<file path="config.mk">
export PLATFORM = sky130hd
export DESIGN_NAME = id_pipe_decode_flat
export DESIGN_NICKNAME = d
export VERILOG_FILES = /design/src/rtl/id_pipe_decode_if.sv /design/src/rtl/id_pipe_decode.sv /design/src/flat_wrapper.sv
export SDC_FILE = /design/constraint.sdc
export NUM_CORES = 1
export LEC_CHECK = 0
export BUFFER_PORTS_ARGS = -buffer_cell sky130_fd_sc_hd__buf_2
export CORE_UTILIZATION = 45
export CTS_BUF_LIST = sky130_fd_sc_hd__clkbuf_16
export CTS_CLUSTER_DIAMETER = 60
export DETAILED_ROUTE_END_ITERATION = 7
export PLACE_DENSITY = 0.67
export RECOVER_POWER = 25
export SKIP_LAST_GASP = 1
export SYNTH_ARGS = -nofsm -noshare
export SYNTH_HDL_FRONTEND = slang
export SYNTH_SLANG_ARGS = --single-unit
</file>
<file path="constraint.sdc">
create_clock -name clk -period 1.7 [get_ports clk]
set_input_delay 0.085 -clock clk [delete_from_list [all_inputs] [get_ports clk]]
set_output_delay 0.085 -clock clk [all_outputs]
set_load 0.005 [all_outputs]
</file>
<file path="src/rtl/id_pipe_decode_if.sv">
// Fetch-to-decode handshake and decoded-field bundle for id_pipe_decode.
// slave is the decode stage's view; master is the fetch/consumer side.
interface id_pipe_decode_if #(
    parameter int XLEN = 32,
    parameter int PC_W = 32
);
    logic            flush;
    logic            in_valid;
    logic            in_ready;
    logic [31:0]     in_instr;
    logic [PC_W-1:0] in_pc;
    logic            out_valid;
    logic            out_ready;
    logic [5:0]      op;
    logic [5:0]      func;
    logic [4:0]      rs;
    logic [4:0]      rt;
    logic [4:0]      rd;
    logic [4:0]      shamt;
    logic [XLEN-1:0] imm_ext;
    logic [PC_W-1:0] jump_target;
    logic [PC_W-1:0] pc_out;
    logic            is_rtype;
    logic            is_branch;
    logic            is_jump;

    modport slave (
        input  flush, in_valid, in_instr, in_pc, out_ready,
        output in_ready, out_valid, op, func, rs, rt, rd, shamt,
        output imm_ext, jump_target, pc_out,
        output is_rtype, is_branch, is_jump
    );

    modport master (
        output flush, in_valid, in_instr, in_pc, out_ready,
        input  in_ready, out_valid, op, func, rs, rt, rd, shamt,
        input  imm_ext, jump_target, pc_out,
        input  is_rtype, is_branch, is_jump
    );
endinterface

</file>
<file path="src/rtl/id_pipe_decode.sv">
// MIPS instruction decode stage: combinational field split and classify,
// stored in a 2-entry skid buffer with valid/ready flow control and flush.
module id_pipe_decode #(
    parameter int XLEN = 32,
    parameter int PC_W = 32
) (
    input  logic clk,
    input  logic rst_n,
    id_pipe_decode_if.slave bus
);
    typedef enum logic [1:0] {EMPTY, ONE, FULL} state_t;

    typedef struct packed {
        logic [5:0]      op;
        logic [5:0]      func;
        logic [4:0]      rs;
        logic [4:0]      rt;
        logic [4:0]      rd;
        logic [4:0]      shamt;
        logic [XLEN-1:0] imm_ext;
        logic [PC_W-1:0] jump_target;
        logic [PC_W-1:0] pc;
        logic            is_rtype;
        logic            is_branch;
        logic            is_jump;
    } dec_t;

    state_t          state;
    logic            in_ready_q;
    logic            out_valid_q;
    dec_t            head;
    dec_t            tail;
    dec_t            dec;
    logic [PC_W-1:0] pc4;
    logic [PC_W-1:0] jt;
    logic [15:0]     imm;
    logic [5:0]      opc;
    logic [5:0]      fn;
    logic            is_logic;
    logic            is_lui;
    logic            push;
    logic            pop;

    assign imm      = bus.in_instr[15:0];
    assign opc      = bus.in_instr[31:26];
    assign fn       = bus.in_instr[5:0];
    assign is_logic = (opc == 6'h0c) || (opc == 6'h0d) || (opc == 6'h0e);
    assign is_lui   = (opc == 6'h0f);
    assign pc4      = bus.in_pc + PC_W'(4);

    always_comb begin
        jt       = pc4;
        jt[27:0] = {bus.in_instr[25:0], 2'b00};
    end

    always_comb begin
        dec             = '0;
        dec.op          = opc;
        dec.func        = fn;
        dec.rs          = bus.in_instr[25:21];
        dec.rt          = bus.in_instr[20:16];
        dec.rd          = bus.in_instr[15:11];
        dec.shamt       = bus.in_instr[10:6];
        dec.jump_target = jt;
        dec.pc          = bus.in_pc;
        dec.is_rtype    = (opc == 6'h00);
        dec.is_branch   = (opc == 6'h01) || (opc[5:2] == 4'b0001);
        dec.is_jump     = (opc == 6'h02) || (opc == 6'h03) ||
                          ((opc == 6'h00) &&
                           ((fn == 6'h08) || (fn == 6'h09)));
        unique case (1'b1)
            is_logic: dec.imm_ext = {{(XLEN-16){1'b0}}, imm};
            // LUI: sign of imm16 lands in bit 31 and extends upward
            is_lui:   dec.imm_ext = {{(XLEN-16){imm[15]}}, imm} << 16;
            default:  dec.imm_ext = {{(XLEN-16){imm[15]}}, imm};
        endcase
    end

    assign push = bus.in_valid && in_ready_q;
    assign pop  = out_valid_q && bus.out_ready;

    always_ff @(posedge clk or negedge rst_n) begin
        if (!rst_n) begin
            state       <= EMPTY;
            in_ready_q  <= 1'b1;
            out_valid_q <= 1'b0;
            head        <= '0;
            tail        <= '0;
        end else if (bus.flush) begin
            state       <= EMPTY;
            in_ready_q  <= 1'b1;
            out_valid_q <= 1'b0;
        end else begin
            unique case (state)
                EMPTY: if (push) begin
                    head        <= dec;
                    state       <= ONE;
                    out_valid_q <= 1'b1;
                end
                ONE: begin
                    if (push && !pop) begin
                        tail       <= dec;
                        state      <= FULL;
                        in_ready_q <= 1'b0;
                    end else if (push && pop) begin
                        head <= dec;
                    end else if (pop) begin
                        state       <= EMPTY;
                        out_valid_q <= 1'b0;
                    end
                end
                FULL: if (pop) begin
                    head       <= tail;
                    state      <= ONE;
                    in_ready_q <= 1'b1;
                end
                default: state <= EMPTY;
            endcase
        end
    end

    assign bus.in_ready    = in_ready_q;
    assign bus.out_valid   = out_valid_q;
    assign bus.op          = head.op;
    assign bus.func        = head.func;
    assign bus.rs          = head.rs;
    assign bus.rt          = head.rt;
    assign bus.rd          = head.rd;
    assign bus.shamt       = head.shamt;
    assign bus.imm_ext     = head.imm_ext;
    assign bus.jump_target = head.jump_target;
    assign bus.pc_out      = head.pc;
    assign bus.is_rtype    = head.is_rtype;
    assign bus.is_branch   = head.is_branch;
    assign bus.is_jump     = head.is_jump;
endmodule
</file>
<file path="src/flat_wrapper.sv">
// flat-port wrapper written by rule: the top's interface ports become plain ports
module id_pipe_decode_flat 
#(
    parameter int XLEN = 32,
    parameter int PC_W = 32
)
  (clk, rst_n, bus_flush, bus_in_valid, bus_in_instr, bus_in_pc, bus_out_ready, bus_in_ready, bus_out_valid, bus_op, bus_func, bus_rs, bus_rt, bus_rd, bus_shamt, bus_imm_ext, bus_jump_target, bus_pc_out, bus_is_rtype, bus_is_branch, bus_is_jump);
  id_pipe_decode_if #(.XLEN(XLEN), .PC_W(PC_W)) bus_i ();
  input  logic clk;
  input  logic rst_n;
  input wire logic [$bits(bus_i.flush)-1:0] bus_flush;
  input wire logic [$bits(bus_i.in_valid)-1:0] bus_in_valid;
  input wire logic [$bits(bus_i.in_instr)-1:0] bus_in_instr;
  input wire logic [$bits(bus_i.in_pc)-1:0] bus_in_pc;
  input wire logic [$bits(bus_i.out_ready)-1:0] bus_out_ready;
  output wire logic [$bits(bus_i.in_ready)-1:0] bus_in_ready;
  output wire logic [$bits(bus_i.out_valid)-1:0] bus_out_valid;
  output wire logic [$bits(bus_i.op)-1:0] bus_op;
  output wire logic [$bits(bus_i.func)-1:0] bus_func;
  output wire logic [$bits(bus_i.rs)-1:0] bus_rs;
  output wire logic [$bits(bus_i.rt)-1:0] bus_rt;
  output wire logic [$bits(bus_i.rd)-1:0] bus_rd;
  output wire logic [$bits(bus_i.shamt)-1:0] bus_shamt;
  output wire logic [$bits(bus_i.imm_ext)-1:0] bus_imm_ext;
  output wire logic [$bits(bus_i.jump_target)-1:0] bus_jump_target;
  output wire logic [$bits(bus_i.pc_out)-1:0] bus_pc_out;
  output wire logic [$bits(bus_i.is_rtype)-1:0] bus_is_rtype;
  output wire logic [$bits(bus_i.is_branch)-1:0] bus_is_branch;
  output wire logic [$bits(bus_i.is_jump)-1:0] bus_is_jump;
  assign bus_i.flush = bus_flush;
  assign bus_i.in_valid = bus_in_valid;
  assign bus_i.in_instr = bus_in_instr;
  assign bus_i.in_pc = bus_in_pc;
  assign bus_i.out_ready = bus_out_ready;
  assign bus_in_ready = bus_i.in_ready;
  assign bus_out_valid = bus_i.out_valid;
  assign bus_op = bus_i.op;
  assign bus_func = bus_i.func;
  assign bus_rs = bus_i.rs;
  assign bus_rt = bus_i.rt;
  assign bus_rd = bus_i.rd;
  assign bus_shamt = bus_i.shamt;
  assign bus_imm_ext = bus_i.imm_ext;
  assign bus_jump_target = bus_i.jump_target;
  assign bus_pc_out = bus_i.pc_out;
  assign bus_is_rtype = bus_i.is_rtype;
  assign bus_is_branch = bus_i.is_branch;
  assign bus_is_jump = bus_i.is_jump;
  id_pipe_decode #(.XLEN(XLEN), .PC_W(PC_W)) u_core (.clk(clk), .rst_n(rst_n), .bus(bus_i));
endmodule
</file>
After elaboration in Yosys (flattened, before gate mapping)
Cells that the tools add are included.

Add/subtract/negate cells: 1. Equality and inequality tests: 24. Multiplexer cells: 23. Bitwise gates (word level): 1. Reduce and logical (&&, ||, !) cells: 22.

Operators with widths (count): $mux 131 (4); $pmux 131 s3 (1); $pmux 32 s2 (1); $eq 6x4->1 const B (6); $add 32x3->32 const B (1); $eq 6x2->1 const B (2); $mux 2 (6); $ne 3x2->1 const B (4); $reduce_bool 3->1 (3); $mux 1 (8); $eq 6x1->1 const B (1); $logic_not 6->1 (1); $logic_or 1x1->1 (6); $ne 2x1->1 const B (3); $ne 3x3->1 const B (2); $pmux 2 s3 (1); $reduce_and 3->1 (2); $reduce_and 6->1 (1); $logic_and 1x1->1 (5); $reduce_and 5->1 (1); $eq 4x1->1 const B (1); $ne 4x2->1 const B (1); $ne 4x3->1 const B (1); $pmux 1 s2 (2); other kinds (7) (7).

Register bits after elaboration: 264. Input port bits: 69.

Logic depth before layout (Yosys ltp)
Gate-level depths: netlist of the first run.

Depth after elaboration: 7. Depth in mapped cells: 8. Mapped depth without buffers: 5.

Worst setup path before layout of the first run
OpenSTA, ideal clock, no wires.

Kind: register to register. From: register u_core.in_ready_q (netlist: u_core.bus.in_ready). To: register u_core.head (netlist bit u_core.bus.func[0]). Library setup time: 0.130 ns. Arrival time: 1.585 ns. Required time: 1.570 ns. Slack: -0.014 ns. Stages on the path, launching flop included: 8. Buffers on the path: 3. Path through: dfstp_2 -> and3b_1 -> buf_4 -> nand3_4 -> a21oi_2 -> buf_2 -> buf_2 -> a31oi_1.

Cells in the longest elaborated chain, start to end: 4.

RTL lines: start: declaration (line id_pipe_decode.sv:29) `logic in_ready_q;`; start signal: assignment (line id_pipe_decode.sv:85) `in_ready_q <= 1'b1;`; start signal: assignment (line id_pipe_decode.sv:91) `in_ready_q <= 1'b1;`; start signal: assignment (line id_pipe_decode.sv:104) `in_ready_q <= 1'b0;`; $logic_and 1x1->1 * (line id_pipe_decode.sv:79) `assign push = bus.in_valid && in_ready_q;`; $logic_and 1x1->1, on equally long branches (line id_pipe_decode.sv:101, id_pipe_decode.sv:105); $ne 2x2->1 (no line) or $ne 2x1->1 (tied branches); $reduce_and 6->1 (no line) *; end signal: assignment (line id_pipe_decode.sv:113) `head <= tail;`; end: declaration (line id_pipe_decode.sv:31) `dec_t head;`.

Every way passes the cells marked *; elsewhere a longest branch is shown, timed or not. A chain may end at the register's enable or synchronous reset.

Worst setup path in the final report of the first run
From: register u_core.in_ready_q (netlist: u_core.bus.in_ready). To: register u_core.tail[2] (netlist bit).

Cells in the longest elaborated chain, start to end: 3.

RTL lines: $logic_and 1x1->1 (line id_pipe_decode.sv:79); $logic_and 1x1->1 (line id_pipe_decode.sv:101) `if (push && !pop) begin`; $reduce_and 3->1 (no line); end signal: assignment (line id_pipe_decode.sv:88) `tail <= '0;`; end signal: assignment (line id_pipe_decode.sv:102) `tail <= dec;`; end: declaration (line id_pipe_decode.sv:32) `dec_t tail;`.

Every way passes these cells.

==> out/qor_table.md, run 1 <==
| Result | Value | Unit |
|:---|:---|:---|
| Worst skew pair latency | 520 | ps |
| Int Power | 12000 | uW |
| Routability congestion estimate | 0.775 | - |
| Register-to-Register Setup Slack | -100 | ps |
| Global-route congestion overflow total | 0 | - |
| Setup repair after global routing missed its margin | true | - |
| Growth of design area from synthesis to finish | 35.7 | % |
| Commonest cells in the netlist | 217 x sky130_fd_sc_hd__nand2_1, 209 x sky130_fd_sc_hd__dfrtp_1, 103 x sky130_fd_sc_hd__nor2_1 | - |
| Ant. Diodes | 0 | - |
| Violations in the final reports | negative setup slack | - |
| Mapped Avg Cell Area | 9.85 | um^2 |
| Post-synth EDFFs | 0 | - |
| Clock-pin slew on the worst setup and hold paths | 60 | ps |
| Post-Synthesis Cell Area | 0.00939 | mm^2 |
| Total Routing Usage GR | 23.4 | % |
| Fraction of power consumed by sequential logic | 46.4 | % |
| Peak supply drop | 0.956 | mV |
| Post-route clock period utilization | 106 | % |
| Die Span Y | 146 | um |
| Area taken by flip-flops and latches | 0.00526 | mm^2 |
| Detail Route Antenna Nets | 0 | - |
| Max-capacitance violation count | 0 | - |
| Post-synth ARST share | 100 | % |
| Die outline area | 0.0215 | mm^2 |
| Nature of the critical path endpoint | flop | - |
| Effective utilization at floorplan | 46.1 | % |
| Total placed cells including tap cells | 1388 | - |
| Core Footprint | 0.0204 | mm^2 |
| CTS tree | done | - |
| Footprint of the multi-input gates | 0.00367 | mm^2 |
| CTS Sinks | 210 | - |
| Synth Warn # | 0 | - |
| Top cell type by total area after synthesis | sky130_fd_sc_hd__dfrtp_1 | - |
| Final-layout worst hold slack | 8.98 | ps |
| NetSw | 5180 | uW |
| Clk root buf | sky130_fd_sc_hd__clkbuf_16 | - |
| Via count of the first global-routing pass | 7696 | - |
| CP Data Arrival Time | 2210 | ps |
| Antenna violations before repair | 0 | - |
| Seq cells post-synth | 210 | - |
| Number of buffers created by CTS | 23 | - |
| Worst min path class | primary input to async pin | - |
| Worst Reg2Reg Path Length in Cells | 6 | - |
| Net count reported at finish | 1294 | - |
| Number of vias per cell | 5.36 | - |
| Via count of the routed design | 8102 | - |
| Post-route worst setup slack | -96.2 | ps |
| Maximum achievable frequency | 0.557 | GHz |
| Worst flop-to-flop path startpoint | u_core.bus.in_ready | - |
| Final routed wirelength across all metal layers | 26300 | um |
| Standard-cell rows | 52 | - |
| Final setup violating endpoints | 128 | - |
| Time the final worst path needs with I/O delays and setup | 1800 | ps |
| Fraction of final layout cells with drive strength greater than 1 | 32.7 | % |
| Utilization after layout | 62.6 | % |
| Hpwl dp | 15700 | um |
| Worst clock skew on the final layout | 11.1 | ps |
| Startpoint Class | flop | - |
| Result of the run | finished with violations | - |
| Number of different library cells in the post-synthesis netlist | 48 | - |
| Leakage power figure | 0.00604 | uW |
| PortBufs | 199 | - |
| Endpoint of the worst register-to-register path | u_core.tail[2] | - |
| CP required | 2110 | ps |
| Sequential cell area fraction in the yosys report | 56.0 | % |
| PwrDens | 1350 | mW/mm^2 |
| Sw Share | 30.1 | % |
| Hold Fails Final Rpt | 0 | - |
| Least-Margin Pin Slew | 1000 | ps |
| Number of DRC markers after the initial detailed-route iteration | 417 | - |
| Average detailed-routed wire length per instance | 17.4 | um |
| Number of design rule violations left after detail routing | 0 | - |
| Critical Path Fanout Max | 10 | - |
| Max Buffers Root-to-Sink | 3 | - |
| Final number of max-transition violations | 0 | - |
| Rel. slew slack | 33.0 | % |
| H-tree levels | 1 | - |
| Pin count of the biggest net entering global routing | 63 | - |
| Wire length of the first global-routing pass | 40400 | um |
| Most used flip-flop cell after synthesis | sky130_fd_sc_hd__dfrtp_1 | - |
| Cells after Synth | 954 | - |
| Proportion of power drawn by combinational gates | 25.3 | % |
| Top area cells in the synthesized netlist | sky130_fd_sc_hd__dfrtp_1 56%, sky130_fd_sc_hd__nand2_1 8.7%, sky130_fd_sc_hd__mux2_2 7.7%, sky130_fd_sc_hd__a31oi_1 5.5%, sky130_fd_sc_hd__nor2_1 4.1% | - |
| Total I/O pin count | 202 | - |
| Clk pwr share | 28.3 | % |
| Setup slack after placement | -146 | ps |
| Most frequently used cell type in the post-synthesis netlist | sky130_fd_sc_hd__nand2_1 | - |
| Number of optimization iterations in the first detailed-route pass | 5 | - |
| Share of the synthesized area in the top cell type | 55.7 | % |
| Die W | 146 | um |
| Fillers | 1658 | - |
| Post-route insts no fill | 1511 | - |
| Type of the worst setup path | flop to flop | - |
| Post-route setup TNS | -7110 | ps |
## area by class of cell
cell class                      instances  share of cell area (%)
Timing Repair Buffer                  346                    21.6
Tap cell                              270                    2.65
Multi-Input combinational cell        643                    28.8
Inverter                                1                  0.0295
Clock inverter                         18                    1.16
Sequential cell                       210                    41.2
Clock buffer                           23                    4.52
## critical path, stage by stage (launching register included)
cell                        delay (ps)
sky130_fd_sc_hd__dfstp_2           530
sky130_fd_sc_hd__and3b_2           260
sky130_fd_sc_hd__buf_4             140
sky130_fd_sc_hd__nand3_4            70
sky130_fd_sc_hd__buf_12            190
sky130_fd_sc_hd__clkbuf_16         190
sky130_fd_sc_hd__o41ai_2           290
## sequential cells by signal, summed over array words and instances (netlist names)
name and cells:
u_core.bus.func 5, u_core.bus.out_valid 1, u_core.tail 103, u_core.bus.imm_ext 32, u_core.bus.rt 4, u_core.bus.shamt 4, u_core.bus.rs 4, u_core.bus.jump_target 9
u_core.bus.pc_out 32, u_core.bus.is_branch 1, u_core.state 2, u_core.bus.is_rtype 1, u_core.bus.rd 4, u_core.bus.op 6, u_core.bus.is_jump 1, u_core.bus.in_ready 1
## cell usage in the layout, fill, tap and decap left out, types with 3 or more instances in the layout
master,instances
sky130_fd_sc_hd__a211oi_1,11
sky130_fd_sc_hd__a211oi_2,5
sky130_fd_sc_hd__a21o_1,15
sky130_fd_sc_hd__a21oi_1,20
sky130_fd_sc_hd__a21oi_2,3
sky130_fd_sc_hd__a31oi_1,83
sky130_fd_sc_hd__and3_1,3
sky130_fd_sc_hd__buf_12,17
sky130_fd_sc_hd__buf_16,5
sky130_fd_sc_hd__buf_2,198
sky130_fd_sc_hd__buf_4,42
sky130_fd_sc_hd__buf_6,5
sky130_fd_sc_hd__clkbuf_16,30
sky130_fd_sc_hd__clkinv_1,5
sky130_fd_sc_hd__clkinv_2,3
sky130_fd_sc_hd__dfrtp_1,209
sky130_fd_sc_hd__dlygate4sd3_1,67
sky130_fd_sc_hd__inv_1,7
sky130_fd_sc_hd__mux2_2,64
sky130_fd_sc_hd__nand2_1,217
sky130_fd_sc_hd__nand2b_1,3
sky130_fd_sc_hd__nand3_1,25
sky130_fd_sc_hd__nand4_1,8
sky130_fd_sc_hd__nor2_1,95
sky130_fd_sc_hd__nor2_2,5
sky130_fd_sc_hd__nor2_4,3
sky130_fd_sc_hd__o21ai_0,36
sky130_fd_sc_hd__o21ai_1,6
## power by group through the flow
stage	sequential, uW	combinational [uW]	clock (uW)
global placement	7930	3920	0
finish	7980	4360	4860
global route	8200	4860	5160
detailed placement	8000	4040	0
floorplan	7840	2440	0
CTS	7940	4200	4930
## metrics by stage
stage          cell area (um^2)  power [uW]
2_1_floorplan              9400       10300
3_3_place_gp              10900       11900
3_5_place_dp              10900       12000
4_1_cts                   12400       17100
5_1_grt                   12700       18200
6_report                  12700       17200
## worst max path at each step
| stage | startpoint | end | slack, ps | cells after the start |
|---|---|---|---|---|
| floorplan | u_core.bus.in_ready | u_core.bus.imm_ext[16] | 10 | 7 |
| global placement | u_core.bus.in_ready | u_core.bus.rt[3] | -70 | 7 |
| detailed placement | u_core.bus.in_ready | u_core.bus.pc_out[9] | -150 | 7 |
| CTS | u_core.bus.in_ready | u_core.bus.pc_out[9] | -80 | 7 |
| global route | u_core.bus.in_ready | u_core.bus.pc_out[15] | -150 | 8 |
| finish | u_core.bus.in_ready | u_core.tail[2] | -100 | 6 |
## repair_timing
| item | 4_1_cts | 5_1_grt |
|---|---|---|
| cloned | 2 | 9 |
| endpoints found under the hold margin | 377 | 1 |
| buffers inserted | 0 | 4 |
| hold buffers | 66 | 1 |
| setup endpoints to repair | 169 | 199 |
| pin swaps | 1 | 3 |
| gates resized for setup | 4 | 37 |
## cell families after synthesis
kind of cell,synth area share (%)
other,0.0399
muxes,7.78
AOI/OAI and AO/OA,12.8
DFF,56.0
and+or+nand+nor,16.8
buffers and inverters,6.39
xor gates and xnor gates,0.280
## per-layer routing
layer  share of wire (%)  track usage (%)  vias to the layer above
li1                    -                -                     3791
met1                  44             32.8                     4014
met2                  48             37.9                      260
met3                 5.9             4.06                       37
met4                 2.1             5.36                        0
met5                   0                0                        -
No activity file was read; power rests on OpenSTA's default activity.
==> run 2: changes to the inputs <==
Settings changed: RECOVER_POWER 25 to not set.
==> run 2 against run 1 <==
Against the previous run: critical endpoint is now u_core.bus.op[2]; utilization increased by 0.15 points; cell count unchanged; power about the same; the flow still finishes with violations (negative setup slack); first-iteration DRC count decreased by 3.8%; combinational power about the same; largest cell class unchanged; highest routed layer unchanged; non-clock buffer count unchanged; cell area increased by 0.24%.
==> out/qor_table.md, run 2 (synthesis results as in run 1) <==
| Result | Value | Unit | Delta |
|:---|:---|:---|:---|
| Proportion of power drawn by combinational gates | 25.4 | % | about the same |
| Type of the worst setup path | flop to flop | - |  |
| Hold Fails Final Rpt | 0 | - | unchanged |
| Max-capacitance violation count | 0 | - | unchanged |
| Number of flip-flops under the largest register name | 103 | - | unchanged |
| Total I/O pin count | 202 | - | unchanged |
| Number of buffers created by CTS | 23 | - | unchanged |
| Worst min path class | primary input to async pin | - |  |
| Antenna violations before repair | 0 | - | unchanged |
| Setup repair after global routing missed its margin | true | - |  |
| Total placed cells including tap cells | 1388 | - | unchanged |
| Hpwl dp | 15700 | um | unchanged |
| CP required | 2140 | ps | +30 ps |
| Via count of the routed design | 8094 | - | -0.099% |
| Clk pwr share | 28.2 | % | about the same |
| Result of the run | finished with violations | - |  |
| Sw Share | 30.1 | % | about the same |
| Fillers | 1654 | - | -0.24% |
| Leakage power figure | 0.00605 | uW | +0.17% |
| Violations in the final reports | negative setup slack | - |  |
| Utilization after layout | 62.7 | % | +0.15 points |
| Number of vias per cell | 5.36 | - | about the same |
| Largest delay contributor family on the critical path | flip-flops | - |  |
| CTS Sinks | 210 | - | unchanged |
| Total Routing Usage GR | 23.4 | % | unchanged |
| Net count reported at finish | 1294 | - | unchanged |
| Clk root buf | sky130_fd_sc_hd__clkbuf_16 | - |  |
| NetSw | 5180 | uW | about the same |
| Startpoint Class | flop | - |  |
| Number of optimization iterations in the first detailed-route pass | 5 | - | unchanged |
| CTS tree | done | - |  |
| H-tree levels | 1 | - | unchanged |
| Fraction of power consumed by sequential logic | 46.4 | % | about the same |
| Peak supply drop | 0.956 | mV | about the same |
| Critical-path top delay cell | sky130_fd_sc_hd__dfstp_2 | - |  |
| Average detailed-routed wire length per instance | 17.4 | um | +0.11% |
| Pin count of the biggest net entering global routing | 63 | - | unchanged |
| Die Span Y | 146 | um | unchanged |
| Critical Path Fanout Max | 9 | - | -1 |
| Effective utilization at floorplan | 46.1 | % | unchanged |
| Most flops, register | u_core.tail | - |  |
| Worst Reg2Reg Path Length in Cells | 8 | - | +2 |
| PwrDens | 1350 | mW/mm^2 | -0.18% |
| Post-route insts no fill | 1511 | - | unchanged |
| Cell Chain, Critical Path | and3b_2, o21bai_4, a21oi_4, buf_12, buf_12, clkbuf_16, nor2_1, a31oi_1 | - |  |
| PortBufs | 199 | - | unchanged |
| Clock-pin slew on the worst setup and hold paths | 60 | ps | about the same |
| Post-route clock period utilization | 106 | % | +0.54 points |
| Wire length of the first global-routing pass | 40400 | um | unchanged |
| Standard-cell rows | 52 | - | unchanged |
| Int Power | 12000 | uW | about the same |
| CP Data Arrival Time | 2240 | ps | +30 ps |
| Final routed wirelength across all metal layers | 26300 | um | +0.11% |
| Global-route congestion overflow total | 0 | - | unchanged |
| Die outline area | 0.0215 | mm^2 | unchanged |
| Crit path depth | 8 | - | +2 |
| Footprint of the multi-input gates | 0.00367 | mm^2 | unchanged |
| Worst clock skew on the final layout | 11.1 | ps | +0.000200 ps |
| Ant. Diodes | 0 | - | unchanged |
| Maximum achievable frequency | 0.554 | GHz | -0.51% |
| Longest individual stage delay on the worst path | 530 | ps | about the same |
| Number of design rule violations left after detail routing | 0 | - | unchanged |
| Growth of design area from synthesis to finish | 36.0 | % |  |
| Fraction of final layout cells with drive strength greater than 1 | 32.7 | % | unchanged |
| Post-route worst setup slack | -105 | ps | -9.18 ps |
| Core Footprint | 0.0204 | mm^2 | unchanged |
| Via count of the first global-routing pass | 7696 | - | unchanged |
| Most common cell after layout, fill and taps aside | sky130_fd_sc_hd__nand2_1 | - |  |
| Most frequent cells in the layout | 217 x sky130_fd_sc_hd__nand2_1, 209 x sky130_fd_sc_hd__dfrtp_1, 198 x sky130_fd_sc_hd__buf_2 | - |  |
| Nature of the critical path endpoint | flop | - |  |
| Detail Route Antenna Nets | 0 | - | unchanged |
| Worst skew pair latency | 520 | ps | about the same |
| Final number of max-transition violations | 0 | - | unchanged |
| Critical path buffers and inverters | 3 | - | unchanged |
| Routability congestion estimate | 0.775 | - | unchanged |
| Die W | 146 | um | unchanged |
| Final setup violating endpoints | 128 | - | unchanged |
| Time the final worst path needs with I/O delays and setup | 1810 | ps | +9.18 ps |
| Area taken by flip-flops and latches | 0.00526 | mm^2 | unchanged |
| Number of DRC markers after the initial detailed-route iteration | 401 | - | -3.8% |
| Critical Path Most Common Cell | sky130_fd_sc_hd__buf_12 | - |  |
| Max Buffers Root-to-Sink | 3 | - | unchanged |
==> run 2: per-layer routing <==
metal  GRT usage (%)  up-vias  part of all wire, %
met5               0        -                    0
met4            5.36        0                  2.1
met1            32.8     4013                   45
met3            4.06       37                  5.7
li1                -     3790                    -
met2            37.9      254                   48
==> run 2: timing repair <==
action | in CTS | in global routing
hold endpoints to repair | 377 | 1
gates cloned | 2 | 9
hold buffers | 66 | 1
pin swaps | 1 | 3
gates resized for setup | 4 | 37
setup endpoints to repair | 169 | 199
buffers inserted | 0 | 4
==> run 2: worst reg2reg max path: stages (launching register included) <==
cell and delay [ps]:
sky130_fd_sc_hd__dfstp_2 530, sky130_fd_sc_hd__and3b_2 260, sky130_fd_sc_hd__o21bai_4 90, sky130_fd_sc_hd__a21oi_4 180, sky130_fd_sc_hd__buf_12 170, sky130_fd_sc_hd__buf_12 140, sky130_fd_sc_hd__clkbuf_16 150, sky130_fd_sc_hd__nor2_1 50
sky130_fd_sc_hd__a31oi_1 150
==> run 2: path summary, 6_finish.rpt <==
kind | from | endpoint | slack, ps
worst max-delay path | u_core.bus.in_ready | u_core.bus.op[2] | -110
worst min-delay path | rst_n | u_core.bus.func[1] | 20
worst max register to register | u_core.bus.in_ready | u_core.bus.op[2] | -110
worst min register to register | u_core.bus.imm_ext[25] | u_core.bus.imm_ext[25] | 480
max in group asynchronous | rst_n | u_core.tail[75] | 1000
min in group clk | bus_in_valid | u_core.bus.out_valid | 20
==> run 2: power by group through the flow <==
stage	Sequential (uW)	Clock, uW	Combinational, uW
floorplan	7840	0	2440
global placement	7930	0	3920
detailed placement	8000	0	4040
CTS	7940	4930	4200
global route	8200	5160	4860
finish	7980	4860	4370
==> run 2: cell type report <==
type	instances	share of cell area [%]
Multi-Input combinational cell	643	28.7
Clock inverter	18	1.16
Tap cell	270	2.64
Sequential cell	210	41.1
Timing Repair Buffer	346	21.8
Clock buffer	23	4.51
Inverter	1	0.0294
==> run 2: metrics by stage <==
step	instance area (um^2)	setup TNS [ps]	worst slack [ps]	hold WS, ps	power (uW)
after floorplan	9400	0	12.1	-211	10300
after global placement	10900	-6260	-70.6	-9.67	11900
after detailed placement	10900	-13090	-146	-8.82	12000
after CTS	12400	-5970	-82.9	1.59	17100
after global routing	12800	-15390	-154	22.7	18200
final	12800	-7150	-105	19.2	17200
==> run 3: changes to the inputs <==
Settings changed: CELL_PAD_IN_SITES_DETAIL_PLACEMENT set to 0, CELL_PAD_IN_SITES_GLOBAL_PLACEMENT set to 1, CORE_UTILIZATION 45 to 38, PLACE_DENSITY 0.67 to 0.73.
==> run 3 against run 2 <==
Against the previous run: the run still ends with negative setup slack left; clock skew grew 13 ps; first-iteration DRC count grew 6.2%; worst setup slack improved by 2.6 ps; hold slack got worse by 1.9 ps; cell count grew 4.0%; critical path depth unchanged; sequential cell count is the same; power is 7.0% higher; non-clock buffer count is 1 lower; critical endpoint is now u_core.bus.jump_target[12]; critical path type unchanged; global-route usage decreased by 3.7 points; cell area is 3.6% higher; combinational power rose by 5.0%.
==> out/qor_table.md, run 3 (synthesis results as in run 1) <==
| Result | Value | Unit | Delta |
|:---|:---|:---|:---|
| Most common cell after layout, fill and taps aside | sky130_fd_sc_hd__nand2_1 | - |  |
| Wire length of the first global-routing pass | 40700 | um | +0.80% |
| CTS tree | done | - |  |
| Standard-cell rows | 57 | - | +9.6% |
| Critical Path Fanout Max | 8 | - | -1 |
| Startpoint Class | flop | - |  |
| Post-route insts no fill | 1571 | - | +4.0% |
| Net count reported at finish | 1296 | - | +0.15% |
| Area taken by flip-flops and latches | 0.00526 | mm^2 | unchanged |
| CTS Sinks | 210 | - | unchanged |
| CP Data Arrival Time | 2240 | ps | about the same |
| Placed instance area | 0.0109 | mm^2 | about the same |
| Via count of the first global-routing pass | 7541 | - | -2.0% |
| Setup repair after global routing missed its margin | true | - |  |
| Number of vias per cell | 5.09 | - | -5.0% |
| Total Routing Usage GR | 19.6 | % | -3.7 points |
| Core Footprint | 0.0242 | mm^2 | +19% |
| Number of DRC markers after the initial detailed-route iteration | 426 | - | +6.2% |
| Footprint of the multi-input gates | 0.00378 | mm^2 | +3.2% |
| Setup slack after placement | -171 | ps | -24.6 ps |
| Leakage power figure | 0.00612 | uW | +1.2% |
| Hold Fails Final Rpt | 0 | - | unchanged |
| Fraction of final layout cells with drive strength greater than 1 | 36.2 | % | +3.5 points |
| Average detailed-routed wire length per instance | 17.1 | um | -2.1% |
| Type of the worst setup path | flop to flop | - |  |
| Critical path buffers and inverters | 3 | - | unchanged |
| Antenna violations before repair | 1 | - | +1 |
| Clock-pin slew on the worst setup and hold paths | 60 | ps | about the same |
| Largest delay contributor family on the critical path | flip-flops | - |  |
| Ant. Diodes | 0 | - | unchanged |
| Fillers | 2142 | - | +30% |
| Global-route congestion overflow total | 0 | - | unchanged |
| Die Span Y | 159 | um | +8.7% |
| H-tree levels | 1 | - | unchanged |
| Hpwl dp | 15900 | um | +1.0% |
| Worst skew pair latency | 540 | ps | +20 ps |
| Peak supply drop | 0.802 | mV | -16% |
| Final setup violating endpoints | 136 | - | +6.3% |
| Maximum achievable frequency | 0.555 | GHz | +0.14% |
| PortBufs | 199 | - | unchanged |
| Post-route clock period utilization | 106 | % | -0.15 points |
| Post-route worst setup slack | -103 | ps | +2.61 ps |
| Number of design rule violations left after detail routing | 0 | - | unchanged |
| Result of the run | finished with violations | - |  |
| Clk root buf | sky130_fd_sc_hd__clkbuf_16 | - |  |
| Finished layout cell area | 0.0132 | mm^2 | +3.6% |
| Effective utilization at floorplan | 38.7 | % | -7.4 points |
| CP required | 2140 | ps | about the same |
| Cell Chain, Critical Path | and3b_2, o21bai_4, a21oi_4, buf_6, buf_12, buf_4, nor2_1, a31oi_1 | - |  |
| Max-capacitance violation count | 0 | - | unchanged |
| Via count of the routed design | 7993 | - | -1.2% |
| Final number of max-transition violations | 0 | - | unchanged |
| Longest individual stage delay on the worst path | 520 | ps | about the same |
| Worst min path class | primary input to async pin | - |  |
| Most flops, register | u_core.tail | - |  |
| Detail Route Antenna Nets | 0 | - | unchanged |
| Total placed cells including tap cells | 1429 | - | +3.0% |
| Violations in the final reports | negative setup slack | - |  |
| Critical-path top delay cell | sky130_fd_sc_hd__dfstp_2 | - |  |
| Total I/O pin count | 202 | - | unchanged |
| Growth of design area from synthesis to finish | 40.9 | % |  |
| Nature of the critical path endpoint | flop | - |  |
| Die outline area | 0.0254 | mm^2 | +18% |
| Number of flip-flops under the largest register name | 103 | - | unchanged |
| Number of optimization iterations in the first detailed-route pass | 5 | - | unchanged |
| Number of buffers created by CTS | 26 | - | +13% |
| Max Buffers Root-to-Sink | 3 | - | unchanged |
| Routability congestion estimate | 0.761 | - | -1.7% |
| Worst clock skew on the final layout | 24.2 | ps | +13.1 ps |
| Most frequent cells in the layout | 217 x sky130_fd_sc_hd__nand2_1, 209 x sky130_fd_sc_hd__dfrtp_1, 198 x sky130_fd_sc_hd__buf_2 | - |  |
| Final routed wirelength across all metal layers | 26800 | um | +1.8% |
| PwrDens | 1390 | mW/mm^2 | +3.3% |
| Pin count of the biggest net entering global routing | 83 | - | +32% |
| Die W | 159 | um | +8.7% |
| Time the final worst path needs with I/O delays and setup | 1800 | ps | -2.61 ps |
run 3: changes by cell type in the layout (fill, tap and decap cells not counted), sizes merged:
cell / before / now
clkbuf: 31 / 40
buf: 270 / 264
inv: 9 / 6
bufbuf: 1 / 0
clkinvlp: 0 / 4
bufinv: 2 / 5
run 3: final timing paths:
| kind | from | slack [ps] | depth (start not counted) | endpoint |
|---|---|---|---|---|
| worst max-delay path | u_core.bus.in_ready | -100 | 8 | u_core.bus.jump_target[12] |
| worst min-delay path | rst_n | 20 | 2 | u_core.bus.rt[2] |
| worst max register to register | u_core.bus.in_ready | -100 | 8 | u_core.bus.jump_target[12] |
| worst min register to register | u_core.bus.imm_ext[29] | 480 | 1 | u_core.bus.imm_ext[29] |
| max in group asynchronous | rst_n | 1020 | 3 | u_core.bus.in_ready |
| min in group clk | bus_in_valid | 20 | 5 | u_core.bus.out_valid |
run 3: final cells by class:
type,instances,area share (%)
Multi-Input combinational cell,643,28.6
Clock buffer,26,4.91
Sequential cell,210,39.7
Inverter,1,0.0284
Clock inverter,22,1.97
Tap cell,324,3.06
Timing Repair Buffer,345,21.7
run 3: layer usage:
| metal | up-vias | wire length, um | global-route usage [%] | part of all wire [%] |
|---|---|---|---|---|
| met5 | - | 10 | 0 | 0.037 |
| met1 | 3905 | 11900 | 26.8 | 44 |
| met3 | 36 | 1490 | 4.04 | 5.5 |
| li1 | 3806 | - | - | - |
| met4 | 2 | 342 | 4.63 | 1.3 |
| met2 | 244 | 13100 | 32.1 | 49 |
run 3: repair_timing:
action	CTS	global route
gates cloned	1	17
setup endpoints to repair	179	179
hold buffers	66	1
hold endpoints to repair	383	1
buffers inserted	5	4
gates resized for setup	6	79
pin swaps	1	4
run 3: power by group:
group | internal (uW) | switching (uW)
combinational | 2560 | 2030
sequential | 6880 | 1150
clock | 3570 | 2250
total | 13000 | 5430
run 3: per-stage QoR:
| step | total power, uW | setup TNS, ps | utilization [%] | hold WS [ps] |
|---|---|---|---|---|
| floorplan | 10300 | 0 | - | -211 |
| global placement | 11900 | -7260 | 45.0 | -9.46 |
| detailed placement | 12100 | -16780 | 45.0 | -8.82 |
| CTS | 18100 | -3590 | 51.8 | 0.572 |
| global route | 19500 | -15760 | 54.6 | 33.4 |
| finish | 18400 | -4740 | 54.6 | 17.3 |
